**src/rtl/hilo_md_unit_if.sv**
```systemverilog
// Interface bundle between the EX stage and the HI/LO multiply/divide unit.
interface hilo_md_unit_if #(
  parameter int unsigned WIDTH = 32
);
  logic             En;
  logic [2:0]       Op;
  logic [WIDTH-1:0] X;
  logic [WIDTH-1:0] Y;
  logic [WIDTH-1:0] AluResult;
  logic [WIDTH-1:0] AluResult2;
  logic             RdHiLo;
  logic             Flush;
  logic [WIDTH-1:0] Hi;
  logic [WIDTH-1:0] Lo;
  logic             Busy;
  logic             Stall;
  logic             Done;

  modport master (
    output En, Op, X, Y, AluResult, AluResult2, RdHiLo, Flush,
    input  Hi, Lo, Busy, Stall, Done
  );

  modport slave (
    input  En, Op, X, Y, AluResult, AluResult2, RdHiLo, Flush,
    output Hi, Lo, Busy, Stall, Done
  );
endinterface

```
**src/rtl/hilo_md_unit.sv**
```systemverilog
// HI/LO register owner: MULT capture, MTHI/MTLO, iterative restoring divider.
// Optional signed DIV (Op 101) is built only when SIGNED_DIV_EN is defined.
module hilo_md_unit #(
  parameter int unsigned WIDTH = 32
) (
  input logic           clk,
  input logic           rst_n,
  hilo_md_unit_if.slave bus
);

  localparam int unsigned CW = $clog2(WIDTH);

  typedef enum logic [2:0] {
    OP_NONE = 3'b000,
    OP_MULT = 3'b001,
    OP_DIVU = 3'b010,
    OP_MTHI = 3'b011,
    OP_MTLO = 3'b100,
    OP_DIV  = 3'b101
  } op_e;

  typedef enum logic {
    IDLE = 1'b0,
    RUN  = 1'b1
  } state_e;

  state_e           state_q, state_d;
  op_e              op;
  logic [WIDTH-1:0] hi_q, lo_q, hi_d, lo_d;
  logic [WIDTH-1:0] rem_q, quot_q, dvs_q;
  logic [WIDTH-1:0] rem_n, quot_n;
  logic [WIDTH-1:0] dvd_ld, dvs_ld;
  logic [WIDTH-1:0] q_fix, r_fix;
  logic [WIDTH:0]   trial;
  logic [CW-1:0]    cnt_q;
  logic             done_q;
  logic             busy, accept, is_div, op_valid, last;
  logic             load, step, commit;
`ifdef SIGNED_DIV_EN
  logic             qneg_q, rneg_q, qneg_ld, rneg_ld;
`endif

  assign op     = op_e'(bus.Op);
  assign busy   = (state_q == RUN);
  assign accept = bus.En & ~busy & ~bus.Flush;
  assign last   = (cnt_q == CW'(WIDTH - 1));

  always_comb begin
    op_valid = 1'b0;
    is_div   = 1'b0;
    case (op)
      OP_MULT, OP_MTHI, OP_MTLO: op_valid = 1'b1;
      OP_DIVU: begin
        op_valid = 1'b1;
        is_div   = 1'b1;
      end
`ifdef SIGNED_DIV_EN
      OP_DIV: begin
        op_valid = 1'b1;
        is_div   = 1'b1;
      end
`endif
      default: ;
    endcase
  end

  // Stall deliberately ignores Flush so it stays off the exception path.
  assign bus.Stall = busy & ((bus.En & op_valid) | bus.RdHiLo);

  always_comb begin
    state_d = state_q;
    load    = 1'b0;
    step    = 1'b0;
    commit  = 1'b0;
    case (state_q)
      IDLE: begin
        if (accept && is_div) begin
          state_d = RUN;
          load    = 1'b1;
        end
      end
      RUN: begin
        if (bus.Flush) begin
          state_d = IDLE;
        end else begin
          step = 1'b1;
          if (last) begin
            commit  = 1'b1;
            state_d = IDLE;
          end
        end
      end
      default: state_d = IDLE;
    endcase
  end

  always_comb begin
    trial  = {rem_q, quot_q[WIDTH-1]} - {1'b0, dvs_q};
    rem_n  = trial[WIDTH] ? {rem_q[WIDTH-2:0], quot_q[WIDTH-1]} : trial[WIDTH-1:0];
    quot_n = {quot_q[WIDTH-2:0], ~trial[WIDTH]};
  end

  always_comb begin
    dvd_ld  = bus.X;
    dvs_ld  = bus.Y;
`ifdef SIGNED_DIV_EN
    qneg_ld = 1'b0;
    rneg_ld = 1'b0;
    if (op == OP_DIV) begin
      dvd_ld  = bus.X[WIDTH-1] ? -bus.X : bus.X;
      dvs_ld  = bus.Y[WIDTH-1] ? -bus.Y : bus.Y;
      qneg_ld = bus.X[WIDTH-1] ^ bus.Y[WIDTH-1];
      rneg_ld = bus.X[WIDTH-1];
    end
`endif
  end

  // Sign fix-up in the commit cycle; a zero divisor keeps the all-ones quotient
  // and the negated remainder magnitude restores the original dividend.
  always_comb begin
`ifdef SIGNED_DIV_EN
    q_fix = (qneg_q && (dvs_q != '0)) ? -quot_n : quot_n;
    r_fix = rneg_q ? -rem_n : rem_n;
`else
    q_fix = quot_n;
    r_fix = rem_n;
`endif
  end

  always_comb begin
    hi_d = hi_q;
    lo_d = lo_q;
    if (commit) begin
      lo_d = q_fix;
      hi_d = r_fix;
    end else if (accept) begin
      case (op)
        OP_MULT: begin
          lo_d = bus.AluResult;
          hi_d = bus.AluResult2;
        end
        OP_MTHI: hi_d = bus.X;
        OP_MTLO: lo_d = bus.X;
        default: ;
      endcase
    end
  end

  always_ff @(posedge clk or negedge rst_n) begin
    if (!rst_n) state_q <= IDLE;
    else        state_q <= state_d;
  end

  always_ff @(posedge clk or negedge rst_n) begin
    if (!rst_n) begin
      hi_q   <= '0;
      lo_q   <= '0;
      rem_q  <= '0;
      quot_q <= '0;
      dvs_q  <= '0;
      cnt_q  <= '0;
      done_q <= 1'b0;
`ifdef SIGNED_DIV_EN
      qneg_q <= 1'b0;
      rneg_q <= 1'b0;
`endif
    end else begin
      hi_q   <= hi_d;
      lo_q   <= lo_d;
      done_q <= commit;
      if (load) begin
        rem_q  <= '0;
        quot_q <= dvd_ld;
        dvs_q  <= dvs_ld;
        cnt_q  <= '0;
`ifdef SIGNED_DIV_EN
        qneg_q <= qneg_ld;
        rneg_q <= rneg_ld;
`endif
      end else if (step) begin
        rem_q  <= rem_n;
        quot_q <= quot_n;
        cnt_q  <= cnt_q + CW'(1);
      end
    end
  end

  assign bus.Hi   = hi_q;
  assign bus.Lo   = lo_q;
  assign bus.Busy = busy;
  assign bus.Done = done_q;

endmodule

```
**src/flat_wrapper.sv**
```systemverilog
// flat-port wrapper written by rule: the top's interface ports become plain ports
module hilo_md_unit_flat 
#(
  parameter int unsigned WIDTH = 32
)
  (clk, rst_n, bus_En, bus_Op, bus_X, bus_Y, bus_AluResult, bus_AluResult2, bus_RdHiLo, bus_Flush, bus_Hi, bus_Lo, bus_Busy, bus_Stall, bus_Done);
  hilo_md_unit_if #(.WIDTH(WIDTH)) bus_i ();
  input logic clk;
  input logic rst_n;
  input wire logic [$bits(bus_i.En)-1:0] bus_En;
  input wire logic [$bits(bus_i.Op)-1:0] bus_Op;
  input wire logic [$bits(bus_i.X)-1:0] bus_X;
  input wire logic [$bits(bus_i.Y)-1:0] bus_Y;
  input wire logic [$bits(bus_i.AluResult)-1:0] bus_AluResult;
  input wire logic [$bits(bus_i.AluResult2)-1:0] bus_AluResult2;
  input wire logic [$bits(bus_i.RdHiLo)-1:0] bus_RdHiLo;
  input wire logic [$bits(bus_i.Flush)-1:0] bus_Flush;
  output wire logic [$bits(bus_i.Hi)-1:0] bus_Hi;
  output wire logic [$bits(bus_i.Lo)-1:0] bus_Lo;
  output wire logic [$bits(bus_i.Busy)-1:0] bus_Busy;
  output wire logic [$bits(bus_i.Stall)-1:0] bus_Stall;
  output wire logic [$bits(bus_i.Done)-1:0] bus_Done;
  assign bus_i.En = bus_En;
  assign bus_i.Op = bus_Op;
  assign bus_i.X = bus_X;
  assign bus_i.Y = bus_Y;
  assign bus_i.AluResult = bus_AluResult;
  assign bus_i.AluResult2 = bus_AluResult2;
  assign bus_i.RdHiLo = bus_RdHiLo;
  assign bus_i.Flush = bus_Flush;
  assign bus_Hi = bus_i.Hi;
  assign bus_Lo = bus_i.Lo;
  assign bus_Busy = bus_i.Busy;
  assign bus_Stall = bus_i.Stall;
  assign bus_Done = bus_i.Done;
  hilo_md_unit #(.WIDTH(WIDTH)) u_core (.clk(clk), .rst_n(rst_n), .bus(bus_i));
endmodule
```
**config.mk**
```make
export PLATFORM = sky130hd
export DESIGN_NAME = hilo_md_unit_flat
export DESIGN_NICKNAME = d
export VERILOG_FILES = /design/src/rtl/hilo_md_unit_if.sv /design/src/rtl/hilo_md_unit.sv /design/src/flat_wrapper.sv
export SDC_FILE = /design/constraint.sdc
export NUM_CORES = 1
export LEC_CHECK = 0
export ABC_AREA = 1
export CORE_MARGIN = 3
export CORE_UTILIZATION = 30
export DETAILED_ROUTE_END_ITERATION = 16
export GPL_TIMING_DRIVEN = 0
export HOLD_SLACK_MARGIN = 0.1
export SLEW_MARGIN = 25
export SYNTH_ARGS = -nofsm -noshare
export SYNTH_HDL_FRONTEND = slang
export SYNTH_SLANG_ARGS = --single-unit
```
**constraint.sdc**
```tcl
create_clock -name clk -period 4.9 [get_ports clk]
set_input_delay 1.47 -clock clk [delete_from_list [all_inputs] [get_ports clk]]
set_output_delay 1.47 -clock clk [all_outputs]
set_load 0.01 [all_outputs]
```
After elaboration in Yosys (flattened, before gate mapping)

Index checks and enable logic that the tools add are counted.

Flip-flop bits (word level): 167
Input port bits: 136
Output and inout port bits: 67
Word-level logic and storage cells: 56

Add/subtract/negate cells: 2
Equal/unequal tests: 5
Mux-type cells: 25
Bitwise logic cells: 8
Reductions and logical operators: 8

Operator list:

| kind                | count |
|---|---|
| $mux 32             | 9 |
| $pmux 32 s2         | 2 |
| $sub 33x32->33      | 1 |
| $mux 1              | 11 |
| $mux 5              | 2 |
| $eq 3x2->1 const B  | 2 |
| $reduce_bool 3->1   | 2 |
| $add 5x1->5 const B | 1 |
| $eq 5x5->1 const B  | 1 |
| $and 1x1->1         | 4 |
| $reduce_and 2->1    | 2 |
| $reduce_bool 2->1   | 2 |
| $reduce_or 4->1     | 1 |
| $eq 3x1->1 const B  | 1 |
| $eq 3x3->1 const B  | 1 |
| $not 1->1           | 3 |
| $pmux 1 s2          | 1 |
| $logic_and 1x1->1   | 1 |
| $or 1x1->1          | 1 |

Depth between registers and ports, before layout

Gate-level depths: netlist of run 1.

Depth in word-level cells: 7
Depth in mapped cells: 19
Gate-level depth less buffers: 18

Worst setup path before layout of run 1

OpenSTA, ideal clock, no wires.

Path type: input to output
Start point: in bus_Op[2]
End point: out bus_Stall
Arrival: 2179 ps
Data required time: 3430 ps
Slack: 1251 ps
Stages: 6
Path buffers: 0
Path through: inv_1 -> nor3_4 -> inv_2 -> nand2_1 -> o21ai_0 -> a21oi_1

Word-level cells in the longest chain between the ends: 6
Elaborated cells between the ends (all ways): 9
Those cells by class: eq/ne: 4; mux: 1; bitwise: 3; reduce/logical: 1

Ends and longest elaborated chain:

| item                               | RTL line           | source |
|---|---|---|
| start: declaration                 | flat_wrapper.sv:11 | `input wire logic [$bits(bus_i.Op)-1:0] bus_Op;` |
| $eq 3x2->1 (tied with other cells) | hilo_md_unit.sv:51 | `case (op)` |
| $reduce_or 4->1 (no line) (*)      | --                 |  |
| $mux 1 (*)                         | hilo_md_unit.sv:51 |  |
| $and 1x1->1 (*)                    | hilo_md_unit.sv:68 | `assign bus.Stall = busy & ((bus.En & op_valid) \| bus.RdHiLo);` |
| $or 1x1->1 (*)                     | hilo_md_unit.sv:68 |  |
| $and 1x1->1 (*)                    | hilo_md_unit.sv:68 |  |
| end: declaration                   | flat_wrapper.sv:21 | `output wire logic [$bits(bus_i.Stall)-1:0] bus_Stall;` |

Mark *: on every way between the ends. The rest lies on a longest branch, timed or not.

Worst setup path after layout of run 1

Ends and elaborated chain as after synthesis.

==> run metrics, run 1 <==
most used routing layer met2; Peak Freq 0.210 GHz; CTS root buf clkbuf_16; CTS tree built; cell taking the most area after synthesis dfrtp_1; die width 196 um; # port buffers 202; Syn Std Cell Area 0.0109 mm2; DRT Wirelength 41.3 mm; clk buf depth 2; Gate power share 0.451; power share of the clock group 0.225; RSZ-0062 raised after global routing no; Post-Place Cells 2237; EDFF count, synth 0; initial antenna violation count 1; Seq/Total Area, Yosys 0.384; PD cells 441 mW/mm2; post-route non-filler standard cell count 2270; Post-Place Setup Slack 0.110 ns; via count 11100; clk sinks 167; DIE HEIGHT 196 um; Period minus WS final 4.76 ns; worst-path maximum fanout 5; actual slew at the worst max-slew pin 0.745 ns; largest net degree at the start of global routing 89; WS Path Type input pin to primary output; vias in the first global route 11000; Layout area overhead 29.8%; Slew HR 0.504; CP required 3.43 ns; DRT antenna net count 0; Mapped Avg Cell Area 6.92 um2; Ys Warns 0; # resized after CTS 0; most common cell in the netlist nand2_1; syn_nets 1744; drt first pass iters 5; Die ar. 0.0386 mm2; met2 GRT Util 0.335; Min-Delay Path Class flop to flop; Nets 1967; Max IR drop VDD 0.212 mV; Netlist cell types 43; first-pass GRT wire length 63.7 mm; Vias/cell 4.91; clock buffer count from CTS 17; leakage power 7.27 nW; effective utilization at floorplan 0.305; cell row count 69; Sw Pwr 2.71 mW; most common library cells after synthesis 583 x nand2_1, 234 x inv_1, 167 x dfrtp_1; Async S/R FF share, synth 1.00; clock-pin slew on the worst setup and hold paths 0.07 ns; MaxCap Viol Count 0; final core utilization 0.396; Primary FF master, synth dfrtp_1; critical path endpoint category primary output; core footprint 0.0357 mm2; # diodes 0; grt ovf 0; met1 usage 0.296; fillers 3752; status completed; worst setup margin 0.145 ns; final hold violations 0; share of layout cells above drive strength 1 0.0503; synthesized flop and latch total 167; number of remaining DRC errors 0; final setup violation count 0; clk_skew 0.0173 ns; Post-DP HPWL 33.0 mm; cell internal pwr 3.51 mW; crit path DAT 3.29 ns; Tot Pwr 6.23 mW; # H-tree levels 4; GRT Util Overall 0.213; I/O pins 203; Area contributors post-synth dfrtp_1 38%, nand2_1 20%, inv_1 8.1%; WL/cell 18.2 um; Clk Latency, worst-skew pair 0.46 ns; M3 GR Usage 0.0378; Slew Viols, Final 0; Final GP Congestion 0.958; critical path launch point type input pin; Synth top area share 0.384; 1st-iter DRT viols 934; sequential group share of total power 0.325; Sw Ratio 0.436; Final Cycle Share 0.970; Syn Inst Count 1573
==> power by group through the flow <==
stage                     Combinational [mW]  Clock [mW]  Sequential [mW]
after floorplan                         1.75           0             1.99
after global placement                  2.75           0             2.04
after detailed placement                2.78           0             2.04
after CTS                               2.80        1.41             2.02
after global routing                    3.16        1.47             2.06
final                                   2.81        1.40             2.02
==> state kept, by name, summed over array words and instances (netlist names) <==
name	count
u_core.bus.Done	1
u_core.cnt_q	5
u_core.bus.Hi	32
u_core.bus.Busy	1
u_core.dvs_q	32
u_core.bus.Lo	32
u_core.rem_q	32
u_core.quot_q	32
==> kinds of logic after synthesis <==
logic type / after synthesis / synth area share
mux: 4 / 0.00368
simple gates: 777 / 0.301
compound gates: 266 / 0.144
flops: 167 / 0.384
fa+ha+maj: 35 / 0.0409
buf+inv: 309 / 0.114
xor+xnor: 15 / 0.0121
==> cells in the final DEF, fill, tap and decap left out, types with 9 or more instances in the layout <==
master,count
nor2_1,41
clkdlybuf4s50_1,201
a22oi_1,25
inv_1,234
o211ai_1,32
ha_1,34
a21oi_1,43
dfrtp_1,167
nand2_1,583
o21ai_0,133
clkbuf_16,17
nor3_1,9
o221ai_1,16
nand3_1,103
clkbuf_1,43
xor2_1,10
==> final timing paths <==
| path | startpoint | to | slack (ns) | depth (start not counted) |
|---|---|---|---|---|
| min in group asynchronous | rst_n | u_core.dvs_q[14]$_DFFE_PN0P_ | 0.99 | 1 |
| worst min-delay path | u_core.bus.Hi[19]$_DFFE_PN0P_ | u_core.bus.Hi[19]$_DFFE_PN0P_ | 0.48 | 2 |
| worst min register to register | u_core.bus.Hi[19]$_DFFE_PN0P_ | u_core.bus.Hi[19]$_DFFE_PN0P_ | 0.48 | 2 |
| worst max register to register | u_core.quot_q[31]$_DFFE_PN0P_ | u_core.bus.Hi[26]$_DFFE_PN0P_ | 2.06 | 18 |
| max in group asynchronous | rst_n | u_core.quot_q[31]$_DFFE_PN0P_ | 3.04 | 2 |
| worst max-delay path | bus_Op[2] | bus_Stall | 0.14 | 8 |
==> repair_timing <==
item,CTS,global route
hold buffers,0,0
endpoints found under the setup margin,0,1
buffers inserted,0,1
==> final cells by class <==
cell class              count  area, um2  area share
multi-input cells        1097       5470       0.387
repair buffers            204       2060       0.146
plain buffers              67        329      0.0233
inverters                 242        908      0.0643
well taps                 461        577      0.0408
clock buffers              17        425      0.0301
flip-flops and latches    167       4180       0.296
clock inverters            15        181      0.0128
==> worst max-delay path: stages <==
cell,delay [ns]
clkdlybuf4s50_1,0.50
inv_1,0.11
nor3_4,0.24
inv_2,0.09
nand2_1,0.08
o21ai_0,0.08
a21oi_1,0.14
clkdlybuf4s50_1,0.56
==> stage by stage <==
step                      hold slack, ns  instance area, um2  TNS [ns]
after floorplan                    0.434               10900         0
after global placement             0.450               13500   -821.91
after detailed placement           0.464               13500         0
after CTS                          0.486               14100         0
after global routing               0.506               14100         0
final                              0.484               14100         0
==> routing by layer <==
layer | up-vias | share of wire
li1 | 5456 | -
met1 | 5215 | 0.45
met2 | 403 | 0.45
met3 | 64 | 0.068
met4 | 2 | 0.031
met5 | - | 0.00031
Power figures use the tool's default switching activity.
==> run 2, diff against run 1 <==
--- a/config.mk
+++ b/config.mk
@@ -11,6 +11,7 @@
 export DETAILED_ROUTE_END_ITERATION = 16
 export GPL_TIMING_DRIVEN = 0
 export HOLD_SLACK_MARGIN = 0.1
+export RECOVER_POWER = 25
 export SLEW_MARGIN = 25
 export SYNTH_ARGS = -nofsm -noshare
 export SYNTH_HDL_FRONTEND = slang
==> run metrics, run 2 (synthesis results as in run 1) <==
Post-CTS Hold Buffers 0; Final Cycle Share 0.965; final core utilization 0.395; CP peak stage delay 0.56 ns; actual slew at the worst max-slew pin 2.11 ns; Max Used Layer met5; Top Family by Delay on Critical Path buffers and inverters; largest net degree at the start of global routing 89; fillers 3755; first-pass GRT wire length 63.7 mm; WL/cell 18.2 um; Tot Pwr 6.22 mW; leakage power 7.26 nW; Peak Freq 0.211 GHz; R2R cell count 18; register area 0.00418 mm2; MaxCap Viol Count 1; Post-CTS Setup Repair Bufs 0; clk buf depth 2; cell row count 69; reg2reg start u_core.quot_q[31]$_DFFE_PN0P_; R2R Path End u_core.bus.Hi[26]$_DFFE_PN0P_; Die ar. 0.0386 mm2; CTS tree built; GRT Util Overall 0.213; Vias/cell 4.92; Post-DP HPWL 33.0 mm; hold slack 0.485 ns; Min-Delay Path Class flop to flop; crit path DAT 3.26 ns; Final GP Congestion 0.958; share of layout cells above drive strength 1 0.0503; CP startpoint bus_Op[2]; Slew HR -0.409; Worst Path Buf+Inv 4; failing checks capacitance limit, slew limit; Layout area overhead 29.6%; WS Path Type input pin to primary output; clk_skew 0.0152 ns; Max IR drop VDD 0.210 mV; Post-Place Setup Slack 0.110 ns; die width 196 um; I/O pins 203; Clk Latency, worst-skew pair 0.45 ns; CTS root buf clkbuf_16; number of remaining DRC errors 0; worst-path maximum fanout 5; PD cells 441 mW/mm2; # diodes 0; Nets 1967; # H-tree levels 4; clock-pin slew on the worst setup and hold paths 0.07 ns; drt first pass iters 6; RSZ-0062 raised after global routing no; CP required 3.43 ns; clock buffer count from CTS 17; via count 11200; worst setup margin 0.172 ns; grt ovf 0; vias in the first global route 11000; Slew Viols, Final 81; hold depth 2; DRT Wirelength 41.3 mm; critical path endpoint category primary output; commonest non-fill, non-tap cell in the layout nand2_1; metal2 WL 18.5 mm; 1st-iter DRT viols 944; DRT antenna net count 0; most used cell, CP clkdlybuf4s50_1; hold wc startpoint u_core.bus.Hi[19]$_DFFE_PN0P_; final hold violations 0; most frequent cells in the layout 583 x nand2_1, 234 x inv_1, 201 x clkdlybuf4s50_1; effective utilization at floorplan 0.305; reg2reg setup slack 2.04 ns; status finished, violations left; clk sinks 167; DIE HEIGHT 196 um; slowest CP cell clkdlybuf4s50_1; core footprint 0.0357 mm2; Period minus WS final 4.73 ns; wl on met1 18.8 mm; # port buffers 202; Hold EP u_core.bus.Hi[19]$_DFFE_PN0P_; Cell Chain, Critical Path clkdlybuf4s50_1, inv_1, nor3_4, inv_2, nand2_1, o21ai_0, a21oi_1, clkdlybuf4s50_1; wire length on met3 2.69 mm; # resized after CTS 0; initial antenna violation count 1; footprint of the multi-input gates 0.00547 mm2; critical path launch point type input pin; final setup violation count 0; setup TNS after final layout 0 ns
run 2: power by group:
part | switching, mW | total [mW] | internal, mW | leakage [nW]
clock | 0.703 | 1.40 | 0.695 | 0.296
combinational | 1.72 | 2.80 | 1.08 | 4.85
sequential | 0.287 | 2.02 | 1.74 | 2.12
total | 2.71 | 6.22 | 3.51 | 7.26
run 2: tightest hold or removal path, stage by stage (launching register included):
cell and delay (ns):
dfrtp_1 0.35, nand2_1 0.05, nand2_1 0.05
run 2: worst max path at each step:
stage                                               end  slack, ns  cells past startpoint
after floorplan                               bus_Stall       1.25                      6
final                                         bus_Stall       0.17                      8
after global placement    u_core.bus.Lo[28]$_DFFE_PN0P_      -4.94                      1
after CTS                                     bus_Stall        0.1                      7
after global routing                          bus_Stall       0.04                      8
after detailed placement                      bus_Stall       0.11                      7
run 2: layer usage:
layer	up-vias	global-route usage
met5	-	0
met4	2	0.0718
met3	59	0.0378
met2	401	0.335
met1	5254	0.296
li1	5455	-
run 2: final cells by class:
cell class                      count  area share
Multi-Input combinational cell   1097       0.388
Timing Repair Buffer              204       0.144
Tap cell                          461      0.0409
Clock inverter                     15      0.0129
Inverter                          242      0.0644
Buffer                             67      0.0233
Clock buffer                       17      0.0302
Sequential cell                   167       0.296
run 2: stage by stage:
stage / area [um2] / instances
after detailed placement: 13500 / 2237
after global routing: 14100 / 2270
after floorplan: 10900 / 1573
after global placement: 13500 / 2236
after CTS: 14100 / 2269
final: 14100 / 2270
